$ cat config.mk
export PLATFORM = sky130hd
export DESIGN_NAME = key_event_gen
export DESIGN_NICKNAME = d
export VERILOG_FILES = /design/src/rtl/key_event_pkg.sv /design/src/rtl/ms_tick_gen.sv /design/src/rtl/key_event_gen.sv
export SDC_FILE = /design/constraint.sdc
export NUM_CORES = 1
export LEC_CHECK = 0
export CAP_MARGIN = 20
export CORE_ASPECT_RATIO = 1.4
export CORE_MARGIN = 2
export CORE_UTILIZATION = 30
export DETAILED_ROUTE_END_ITERATION = 7
export GPL_ROUTABILITY_DRIVEN = 0
export PLACE_DENSITY = 0.5
export SETUP_SLACK_MARGIN = 0.15
export SYNTH_ARGS = -nofsm -noshare
export SYNTH_HDL_FRONTEND = slang
export SYNTH_SLANG_ARGS = --single-unit
$ cat constraint.sdc
create_clock -name clk -period 3.1 [get_ports clk]
set_input_delay 0.62 -clock clk [delete_from_list [all_inputs] [get_ports clk]]
set_output_delay 0.62 -clock clk [all_outputs]
set_load 0.005 [all_outputs]
$ cat src/rtl/key_event_pkg.sv
// Shared types and constants for the key event generator and its millisecond tick source.
package key_event_pkg;

    typedef enum logic [1:0] {
        IDLE    = 2'd0,
        PRESSED = 2'd1,
        LONG    = 2'd2
    } state_t;

    localparam int unsigned HOLD_W   = 16;
    localparam int unsigned MS_PER_S = 1000;

    // Increment that sticks at all-ones instead of wrapping.
    function automatic logic [HOLD_W-1:0] sat_inc(input logic [HOLD_W-1:0] v);
        return (v == '1) ? v : v + HOLD_W'(1);
    endfunction

endpackage

$ cat src/rtl/ms_tick_gen.sv
// Free-running divider producing a registered 1-cycle strobe once per millisecond.
module ms_tick_gen
    import key_event_pkg::*;
#(
    parameter int unsigned CLK_HZ = 100_000_000
) (
    input  logic clk,
    input  logic rst,
    output logic tick
);

    localparam int unsigned DIV   = (CLK_HZ / MS_PER_S > 1) ? CLK_HZ / MS_PER_S : 1;
    localparam int unsigned CNT_W = (DIV > 1) ? $clog2(DIV) : 1;

    logic [CNT_W-1:0] cnt;
    logic             wrap;

    assign wrap = (cnt == CNT_W'(DIV - 1));

    always_ff @(posedge clk) begin
        if (rst) begin
            cnt  <= '0;
            tick <= 1'b0;
        end else begin
            tick <= wrap;
            cnt  <= wrap ? '0 : cnt + CNT_W'(1);
        end
    end

endmodule

$ cat src/rtl/key_event_gen.sv
// Turns the debounced key level into press/release/short/long/repeat events timed in ms.
// Auto-repeat in the LONG state is built only when AUTO_REPEAT_EN is defined.
module key_event_gen
    import key_event_pkg::*;
#(
    parameter int unsigned CLK_HZ    = 100_000_000,
    parameter int unsigned LONG_MS   = 1000,
    parameter int unsigned REPEAT_MS = 200
) (
    input  logic              clk,
    input  logic              rst,
    input  logic              key,
    output logic              held,
    output logic              press_pulse,
    output logic              release_pulse,
    output logic              short_press,
    output logic              long_press,
    output logic              repeat_pulse,
    output logic [HOLD_W-1:0] hold_ms
);

    if (LONG_MS < 2 || REPEAT_MS < 1) begin : g_bad_param
        $error("key_event_gen: LONG_MS must be >= 2 and REPEAT_MS >= 1");
    end

    logic        tick;
    logic        key_q, key_qq;
    logic        rise, fall;
    state_t      state, state_n;
    logic [HOLD_W-1:0] hold_n;
    logic        held_n, press_n, release_n, short_n, long_n;

`ifdef AUTO_REPEAT_EN
    localparam int unsigned REP_W = (REPEAT_MS > 1) ? $clog2(REPEAT_MS) : 1;
    logic [REP_W-1:0] rep_cnt, rep_n;
    logic             repeat_n;
`endif

    ms_tick_gen #(.CLK_HZ(CLK_HZ)) u_tick (
        .clk  (clk),
        .rst  (rst),
        .tick (tick)
    );

    assign rise = key_q & ~key_qq;
    assign fall = ~key_q & key_qq;

    // Next-state and next-output logic; a release always beats a same-cycle tick.
    always_comb begin
        state_n   = state;
        hold_n    = hold_ms;
        press_n   = 1'b0;
        release_n = 1'b0;
        short_n   = 1'b0;
        long_n    = 1'b0;
`ifdef AUTO_REPEAT_EN
        rep_n     = rep_cnt;
        repeat_n  = 1'b0;
`endif
        case (state)
            IDLE: begin
                if (rise) begin
                    state_n = PRESSED;
                    press_n = 1'b1;
                    hold_n  = '0;
                end
            end
            PRESSED: begin
                if (fall) begin
                    state_n   = IDLE;
                    release_n = 1'b1;
                    short_n   = 1'b1;
                end else if (tick) begin
                    hold_n = sat_inc(hold_ms);
                    if (hold_ms == HOLD_W'(LONG_MS - 1)) begin
                        state_n = LONG;
                        long_n  = 1'b1;
`ifdef AUTO_REPEAT_EN
                        rep_n   = '0;
`endif
                    end
                end
            end
            LONG: begin
                if (fall) begin
                    state_n   = IDLE;
                    release_n = 1'b1;
                end else if (tick) begin
                    hold_n = sat_inc(hold_ms);
`ifdef AUTO_REPEAT_EN
                    if (rep_cnt == REP_W'(REPEAT_MS - 1)) begin
                        repeat_n = 1'b1;
                        rep_n    = '0;
                    end else begin
                        rep_n = rep_cnt + REP_W'(1);
                    end
`endif
                end
            end
            default: state_n = IDLE;
        endcase
        held_n = (state_n != IDLE);
    end

    always_ff @(posedge clk) begin
        if (rst) begin
            key_q         <= 1'b0;
            key_qq        <= 1'b0;
            state         <= IDLE;
            hold_ms       <= '0;
            held          <= 1'b0;
            press_pulse   <= 1'b0;
            release_pulse <= 1'b0;
            short_press   <= 1'b0;
            long_press    <= 1'b0;
        end else begin
            key_q         <= key;
            key_qq        <= key_q;
            state         <= state_n;
            hold_ms       <= hold_n;
            held          <= held_n;
            press_pulse   <= press_n;
            release_pulse <= release_n;
            short_press   <= short_n;
            long_press    <= long_n;
        end
    end

`ifdef AUTO_REPEAT_EN
    always_ff @(posedge clk) begin
        if (rst) begin
            rep_cnt      <= '0;
            repeat_pulse <= 1'b0;
        end else begin
            rep_cnt      <= rep_n;
            repeat_pulse <= repeat_n;
        end
    end
`else
    assign repeat_pulse = 1'b0;
`endif

endmodule
## Yosys cells after proc, flatten, opt, wreduce, memory -nomap -nowiden

Cells that the tools add are included.

| cells by class | value |
|---|---|
| add/sub/neg operators | 2 |
| reductions and logical operators | 10 |
| equality and inequality tests | 9 |
| multiplexer cells | 14 |
| bitwise logic cells | 8 |

Operators by type and width:

| kind | number |
|---|---|
| 2-to-1 mux 16 bit | 4 |
| case mux 16 bit (2 select lines) | 1 |
| adder 17 x 1 -> 17 bit (second input constant) | 1 |
| equality test 17 bit (second input constant) | 1 |
| adder 16 x 1 -> 16 bit (second input constant) | 1 |
| equality test 16 x 10 -> 1 bit (second input constant) | 1 |
| equality test 16 bit (second input constant) | 1 |
| 2-to-1 mux 2 bit | 5 |
| OR reduction 2 bit | 5 |
| != test 2 bit (second input constant) | 3 |
| NOT 1 bit | 6 |
| case mux 2 bit (3 select lines) | 1 |
| AND reduction 5 bit | 1 |
| nonzero test 2 bit | 2 |
| OR reduction 4 bit | 1 |
| 2-to-1 mux 1 bit | 3 |
| bitwise AND 1 bit | 2 |
| equality test 2 x 1 -> 1 bit (second input constant) | 1 |
| equality test 2 bit (second input constant) | 1 |
| logical NOT 2 bit | 1 |
| != test 2 x 1 -> 1 bit (second input constant) | 1 |

| word-level totals | value |
|---|---|
| bits of input ports | 3 |
| word-level logic and storage cells | 54 |
| register bits | 43 |

## Longest topological paths before layout

Gate-level depths: netlist of run 1.

| depth | value |
|---|---|
| word-level depth | 6 |
| gate-level depth with buffers | 8 |
| gate-level depth less buffers | 7 |

## By module

From an unflattened synthesis of run 1, not the netlist that was laid out.

| unflattened totals | value |
|---|---|
| cell total of the unflattened synthesis | 237 |
| area, all modules | 2,119.5 um^2 |

Modules (own cells, without submodules):

| module | cells each | area each (um^2) | times used | seq. area each (um^2) |
|---|---|---|---|---|
| key_event_gen | 149 | 1,257.5 | 1 | 500.5 |
| ms_tick_gen | 88 | 862.1 | 1 | 360.3 |

## Least setup slack after synthesis of run 1

OpenSTA, ideal clock, no wires.

| path | value |
|---|---|
| kind | reg-to-reg |
| start | reg state[0] |
| end | reg hold_ms[11] |
| data required time | 3,030 ps |
| path buffers | 0 |
| path slack | 1,250 ps |
| data arrival time | 1,780 ps |
| stages on the path, launching flop included | 8 |
| clock period less this slack | 1,850 ps |
| library setup time | 70 ps |
| cell sequence | dfxtp_1 inv_1 ha_1 a21boi_0 o21a_1 a21oi_2 or4_1 a21oi_1 |

| between the ends | value |
|---|---|
| word-level cells in the longest chain between the ends | 4 |

Ends and longest elaborated chain:

| item | RTL line | source |
|---|---|---|
| start, declared | key_event_gen.sv:29 | `state_t state, state_n;` |
| start signal, assigned | key_event_gen.sv:119 | `state <= state_n;` |
| equality test 2 bit or equality test 2 x 1 -> 1 bit (tied branches) | key_event_gen.sv:60 | `case (state)` |
| OR reduction 2 bit (no source line) | n/a |  |
| != test 2 x 1 -> 1 bit (no source line) (tied with other cells) | n/a |  |
| AND reduction 5 bit (no source line) | n/a |  |
| end signal, assigned | key_event_gen.sv:120 | `hold_ms <= hold_n;` |
| end, declared | key_event_gen.sv:19 | `output logic [HOLD_W-1:0] hold_ms` |

Parallel ways exist; a longest one is shown, timed or not.
A chain may end at the register's enable or synchronous reset.

## Final worst setup path of run 1

| path | value |
|---|---|
| start | reg state[1] |
| end | reg hold_ms[11] |

The elaborated chain is that of the path after synthesis.

==> flow_summary.toml, run 1 <==
[drt]
wl_per_cell_um = 12.91
drt_pre_antenna_iters = 4
via_per_inst = 5.000
num_vias = 1640
ant_nets = 0
finalWirelength_mm = 4.236
drc = 0
drtIter0Drc = 52

[synth]
synth_fp_nets = 240
yosys_warnings = 0
synth_mux_area_frac = 0
async_reset_ff_frac = 0
synth_xor_area_frac = 0.09113
synth_fa_ha_area_frac = 0.03720
ys_ff_latch = 43
synth_compound_area_frac = 0.09795
synthesis.area_um2 = 2018
yosysTopAreaCell = "dfxtp_1"
synth_most_common_cell = "dfxtp_1"
synth.avg_cell_area_um2 = 8.737
synth_top_family_by_area = "simple AND/OR/NAND/NOR gates"
synth-seq-area-share = 0.4265
syn_inst = 231
ys_types = 45
synth_area_leaders = "dfxtp_1, nor2_1, xor2_1"
synth_ff_type = "dfxtp_1"
yosys-top-cells-count = "dfxtp_1, nor2_1, nand3_1"
synth-simple-area-share = 0.3131
synth-edff-count = 0
synth_top_area_frac = 0.4265

[setup_path]
crit_type = "register to register"
start_kind = "register"
end_kind = "register"
cp_slowest_stage_delay_ps = 530
rr_worst_depth = 7
crit_family = "compound AO/OA/AOI/OAI gates"
r2r_start = "state[1]$_SDFF_PP0_"
rrSetupSlack_ps = 960
slowest_stage = "or4_1"
arrival_ps = 2370
startpoint = "state[1]$_SDFF_PP0_"
critPathMaxFanout = 17
crit_cells = 7
r2r-end = "hold_ms[11]$_SDFFE_PP0P_"
cp_cell_sequence = "inv_1 -> ha_1 -> a21boi_0 -> o21a_1 -> a21oi_2 -> or4_1 -> a21oi_1"
crit_path_end = "hold_ms[11]$_SDFFE_PP0P_"
cp.required_ps = 3330
path_buf_inv = 1

[finish]
syn_to_final_growth_pct = 18.10
fillers = 697
nets = 262
drive_gt1_frac = 0.06693
antenna_cells = 0
final_util = 0.3629

[pwr]
leakagePower_nw = 0.8136
pwr-share-seq = 0.586
p_int_w = 0.0007377
sw_frac_of_total = 0.2338
clkPwrFrac = 0.357
power_density_nw_per_um2 = 404.0
peakVddDrop_mv = 0.1751
p_sw_w = 0.0002251
p_comb_frac = 0.057

[sta]
finalSetupTns_ps = 0
report.final.slew_viol_count = 0
grt_setup_unrepaired = "no"
fin_hold_ws_ps = 472.4
tightestPinTransition_ps = 612.3
hold_viol_final = 0
setup_viol = 0
fmax_mhz = 467.0
final.min_clock_period_ps = 2141
max_slew_margin = 0.5918
fin_worst_skew_ps = 15.05
post-route-period-util = 0.6907

[outcome]
run_status = "complete, no violations"

[clock_tree]
htreeDepth = 2
clk_pin_slew_ps = 80
ctsRootBufferMaster = "clkbuf_8"
clock_path_buffers = 2
tritoncts = "yes"
post_cts_buffers = 0
cts_hold_buf = 0
postCtsResizedCells = 0
cts_sinks = 43
cts_buffers = 5
clk_latency_ps = 300

[flow_run]
cap_violations = 0

[floorplanning]
die_y_um = 101.0
chipWidth_um = 73.32
io_pins = 25
core-area_um2 = 6569
initial_utilization = 0.3072
row_count = 35
die_area_um2 = 7409

[global_routing]
grt_pass1_vias = 1658
overflow = 0
grt_max_degree = 18
antenna_found_initial = 0
grtUsageTotal = 0.1258
grt_pass1_wl_mm = 7.383

[placed_design]
hpwl_mm = 3.144
portBuffers = 23

[min_path]
hold_depth = 1
hp-class = "register to register"
-- area by class of cell --
type	count	area [um^2]	area share
clock buffer	7	76.32	0.03202
clock inverter	1	5.005	0.002100
inverter	5	18.77	0.007874
multi-input combinational	174	1092	0.4583
sequential	43	860.8	0.3612
tap	74	92.59	0.03885
timing repair buffer	24	237.7	0.09974
-- how the worst min path moves through the flow --
stage | startpoint | endpoint | slack, ps
final | u_tick.cnt[0]$_SDFF_PP0_ | u_tick.cnt[0]$_SDFF_PP0_ | 470
after global routing | u_tick.cnt[0]$_SDFF_PP0_ | u_tick.cnt[0]$_SDFF_PP0_ | 510
after CTS | u_tick.cnt[0]$_SDFF_PP0_ | u_tick.cnt[0]$_SDFF_PP0_ | 480
after detailed placement | u_tick.cnt[0]$_SDFF_PP0_ | u_tick.cnt[0]$_SDFF_PP0_ | 460
after global placement | u_tick.cnt[0]$_SDFF_PP0_ | u_tick.cnt[0]$_SDFF_PP0_ | 450
after floorplan | u_tick.cnt[0]$_SDFF_PP0_ | u_tick.cnt[0]$_SDFF_PP0_ | 430
-- state kept, by name (all words and copies together) (netlist names) --
signal         count
key_qq             1
short_press        1
press_pulse        1
hold_ms           16
state              2
release_pulse      1
held               1
key_q              1
long_press         1
u_tick.tick        1
u_tick.cnt        17
-- stage by stage --
| stage | power (W) | instance area [um^2] | setup WS, ps | std cells |
|---|---|---|---|---|
| detailed placement | 0.0006336 | 2302 | 922.5 | 320 |
| finish | 0.0009629 | 2384 | 958.8 | 328 |
| global placement | 0.0006335 | 2302 | 932.0 | 320 |
| global route | 0.001010 | 2384 | 711.6 | 328 |
| floorplan | 0.0006176 | 2018 | 1250 | 231 |
| CTS | 0.0009826 | 2384 | 930.6 | 328 |
-- metal layers --
metal  routed length [um]  part of all wire  vias up  GRT usage
met3                  158             0.037        6    0.02500
met5                    0                 0        -          0
met4                   64             0.015        0    0.05035
met1                 1883              0.44      747     0.1430
met2                 2130              0.50       32     0.2252
li1                     -                 -      855          -
-- cells by family (layout without fill, tap and decap cells) --
logic type	Yosys count	in the layout
AO/OA/AOI/OAI	31	31
AND/OR/NAND/NOR	115	115
buffers and inverters	14	37
other	1	1
flip-flops	43	43
adder cells (fa/ha/maj)	6	6
XOR/XNOR	21	21
-- power groups by stage --
| stage | clock, W | sequential (W) | combinational [W] |
|---|---|---|---|
| floorplan | 0 | 0.000577 | 0.0000407 |
| global placement | 0 | 0.000578 | 0.0000558 |
| CTS | 0.000362 | 0.000565 | 0.0000560 |
| finish | 0.000344 | 0.000565 | 0.0000546 |
| detailed placement | 0 | 0.000578 | 0.0000557 |
| global route | 0.000381 | 0.000566 | 0.0000632 |
-- placed cells by master, fill, tap and decap left out, types with 7 or more instances in the layout --
cell             count
nand4_1              8
nand3_1             15
nand2_1             10
o21ai_0              7
clkdlybuf4s50_1     23
nor2_1              34
a21oi_1             13
dfxtp_1             43
xor2_1              11
xnor2_1             10
Note: power is estimated with default switching activity, not from simulation.
==> run 2: changes to the inputs <==
Clock period 3.1 ns to 2.2 ns, I/O delays scaled along.
==> run 2 against run 1 <==
Cell area up 4.0%. Clock skew down 3.4 ps. Clock power up 81%. Via count up 2.5%. First-iteration DRC count up 50%. Worst hold slack better by 5.3 ps. Critical endpoint is now hold_ms[1]$_SDFFE_PP0P_.
==> flow_summary.toml, run 2 (synthesis gave the netlist of run 1 again) <==
[drt]
drc = 0
finalWirelength_mm = 4.480
drt_pre_antenna_iters = 4
wl_per_cell_um = 13.53
num_vias = 1681
via_per_inst = 5.079
ant_nets = 0
drtIter0Drc = 78

[sta]
report.final.slew_viol_count = 0
hold_viol_final = 0
fin_hold_ws_ps = 477.7
final.min_clock_period_ps = 1903
tightestPinTransition_ps = 604.1
fin_ws_ps = 297.1
fmax_mhz = 525.5
post-route-period-util = 0.8649
finalSetupTns_ps = 0
fin_worst_skew_ps = 11.62
setup_viol = 0
grt_setup_unrepaired = "no"
max_slew_margin = 0.5972

[floorplanning]
chipWidth_um = 73.32
row_count = 35
io_pins = 25
die_area_um2 = 7409
die_y_um = 101.0
initial_utilization = 0.3072
core-area_um2 = 6569

[pwr]
peakVddDrop_mv = 0.4143
power_density_nw_per_um2 = 608.4
leakagePower_nw = 0.8519

[global_routing]
grt_pass1_vias = 1581
overflow = 0
grt_max_degree = 18
grtUsageTotal = 0.1286
antenna_found_initial = 0
grt_pass1_wl_mm = 7.410

[finish]
seqCellArea_um2 = 862.1
top_register = "u_tick.cnt"
syn_to_final_growth_pct = 22.81
nets = 265
final_cell_mix = "dfxtp_1, nor2_1, clkdlybuf4s50_1"
antenna_cells = 0
reg.largest.list = "u_tick.cnt x17, hold_ms x16, state x2"
fillers = 686
drive_gt1_frac = 0.09728
multi_input_area_um2 = 1132
layout_commonest_cell = "dfxtp_1"
final_area_um2 = 2479
largest_reg_flops = 17

[setup_path]
cp_slowest_stage_delay_ps = 410
crit_type = "register to register"
cp_cell_sequence = "inv_1 -> ha_4 -> a21boi_2 -> o21ai_1 -> nor2_1 -> or3b_1 -> a21oi_1"
cp.required_ps = 2420
end_kind = "register"
slowest_stage = "o21ai_1"
rr_worst_depth = 7
critPathMaxFanout = 7
arrival_ps = 2120
start_kind = "register"

[clock_tree]
clock_path_buffers = 2
clk_pin_slew_ps = 90
ctsRootBufferMaster = "clkbuf_8"
htreeDepth = 2
clk_latency_ps = 300
cts_sinks = 43
cts_buffers = 5
tritoncts = "yes"

[min_path]
hp-class = "register to register"
hold_depth = 1

[flow_run]
cap_violations = 0

[placed_design]
dp_slack_ps = 104.2
hpwl_mm = 3.205
portBuffers = 23
place_area_um2 = 2317

[outcome]
run_status = "complete, no violations"
==> run 2: layout make-up <==
cell class	count	share of cell area
repair buffers	27	0.1050
clock buffers	5	0.02776
inverters	5	0.007572
well taps	74	0.03735
multi-input cells	174	0.4568
flip-flops and latches	43	0.3478
clock inverters	3	0.01767
==> run 2: critical path: cells and delay by family (launching register included) <==
kind	cells	cell delay, ps
buffers and inverters	1	150
AO/OA/AOI/OAI	3	620
AND/OR/NAND/NOR	2	520
flip-flops	1	330
adder cells (fa/ha/maj)	1	210
==> run 2: power breakdown <==
group	switching (W)	internal, W
Sequential	0.00000835	0.000788
Combinational	0.0000541	0.0000357
Clock	0.000284	0.000338
==> run 2: worst paths after layout <==
| path | slack, ps | from | end |
|---|---|---|---|
| setup / recovery | 300 | state[0]$_SDFF_PP0_ | hold_ms[1]$_SDFFE_PP0P_ |
| hold / removal | 480 | u_tick.cnt[0]$_SDFF_PP0_ | u_tick.cnt[0]$_SDFF_PP0_ |
| setup reg to reg | 300 | state[0]$_SDFF_PP0_ | hold_ms[1]$_SDFFE_PP0P_ |
| hold reg to reg | 480 | u_tick.cnt[0]$_SDFF_PP0_ | u_tick.cnt[0]$_SDFF_PP0_ |
==> run 2: per-layer routing <==
metal	vias up	track usage	routed length [um]
met5	-	0	0
met4	0	0.05315	71
met3	5	0.02700	145
met2	28	0.2204	2234
met1	785	0.1534	2029
li1	863	-	-
==> run 2: what timing repair did <==
| item | 4_1_cts | 5_1_grt |
|---|---|---|
| endpoints found under the setup margin | 3 | 26 |
| gates resized for setup | 2 | 6 |
| buffers inserted | 0 | 1 |
| pin swaps | 0 | 2 |
| hold buffers | 0 | 0 |
==> run 2: stage by stage <==
step / total power [W] / std cells / utilization
5_1_grt: 0.001565 / 331 / 0.3773
4_1_cts: 0.001522 / 330 / 0.3710
3_3_place_gp: 0.0008926 / 322 / 0.3528
3_5_place_dp: 0.0008932 / 322 / 0.3528
6_report: 0.001508 / 331 / 0.3773
2_1_floorplan: 0.0008703 / 231 / -
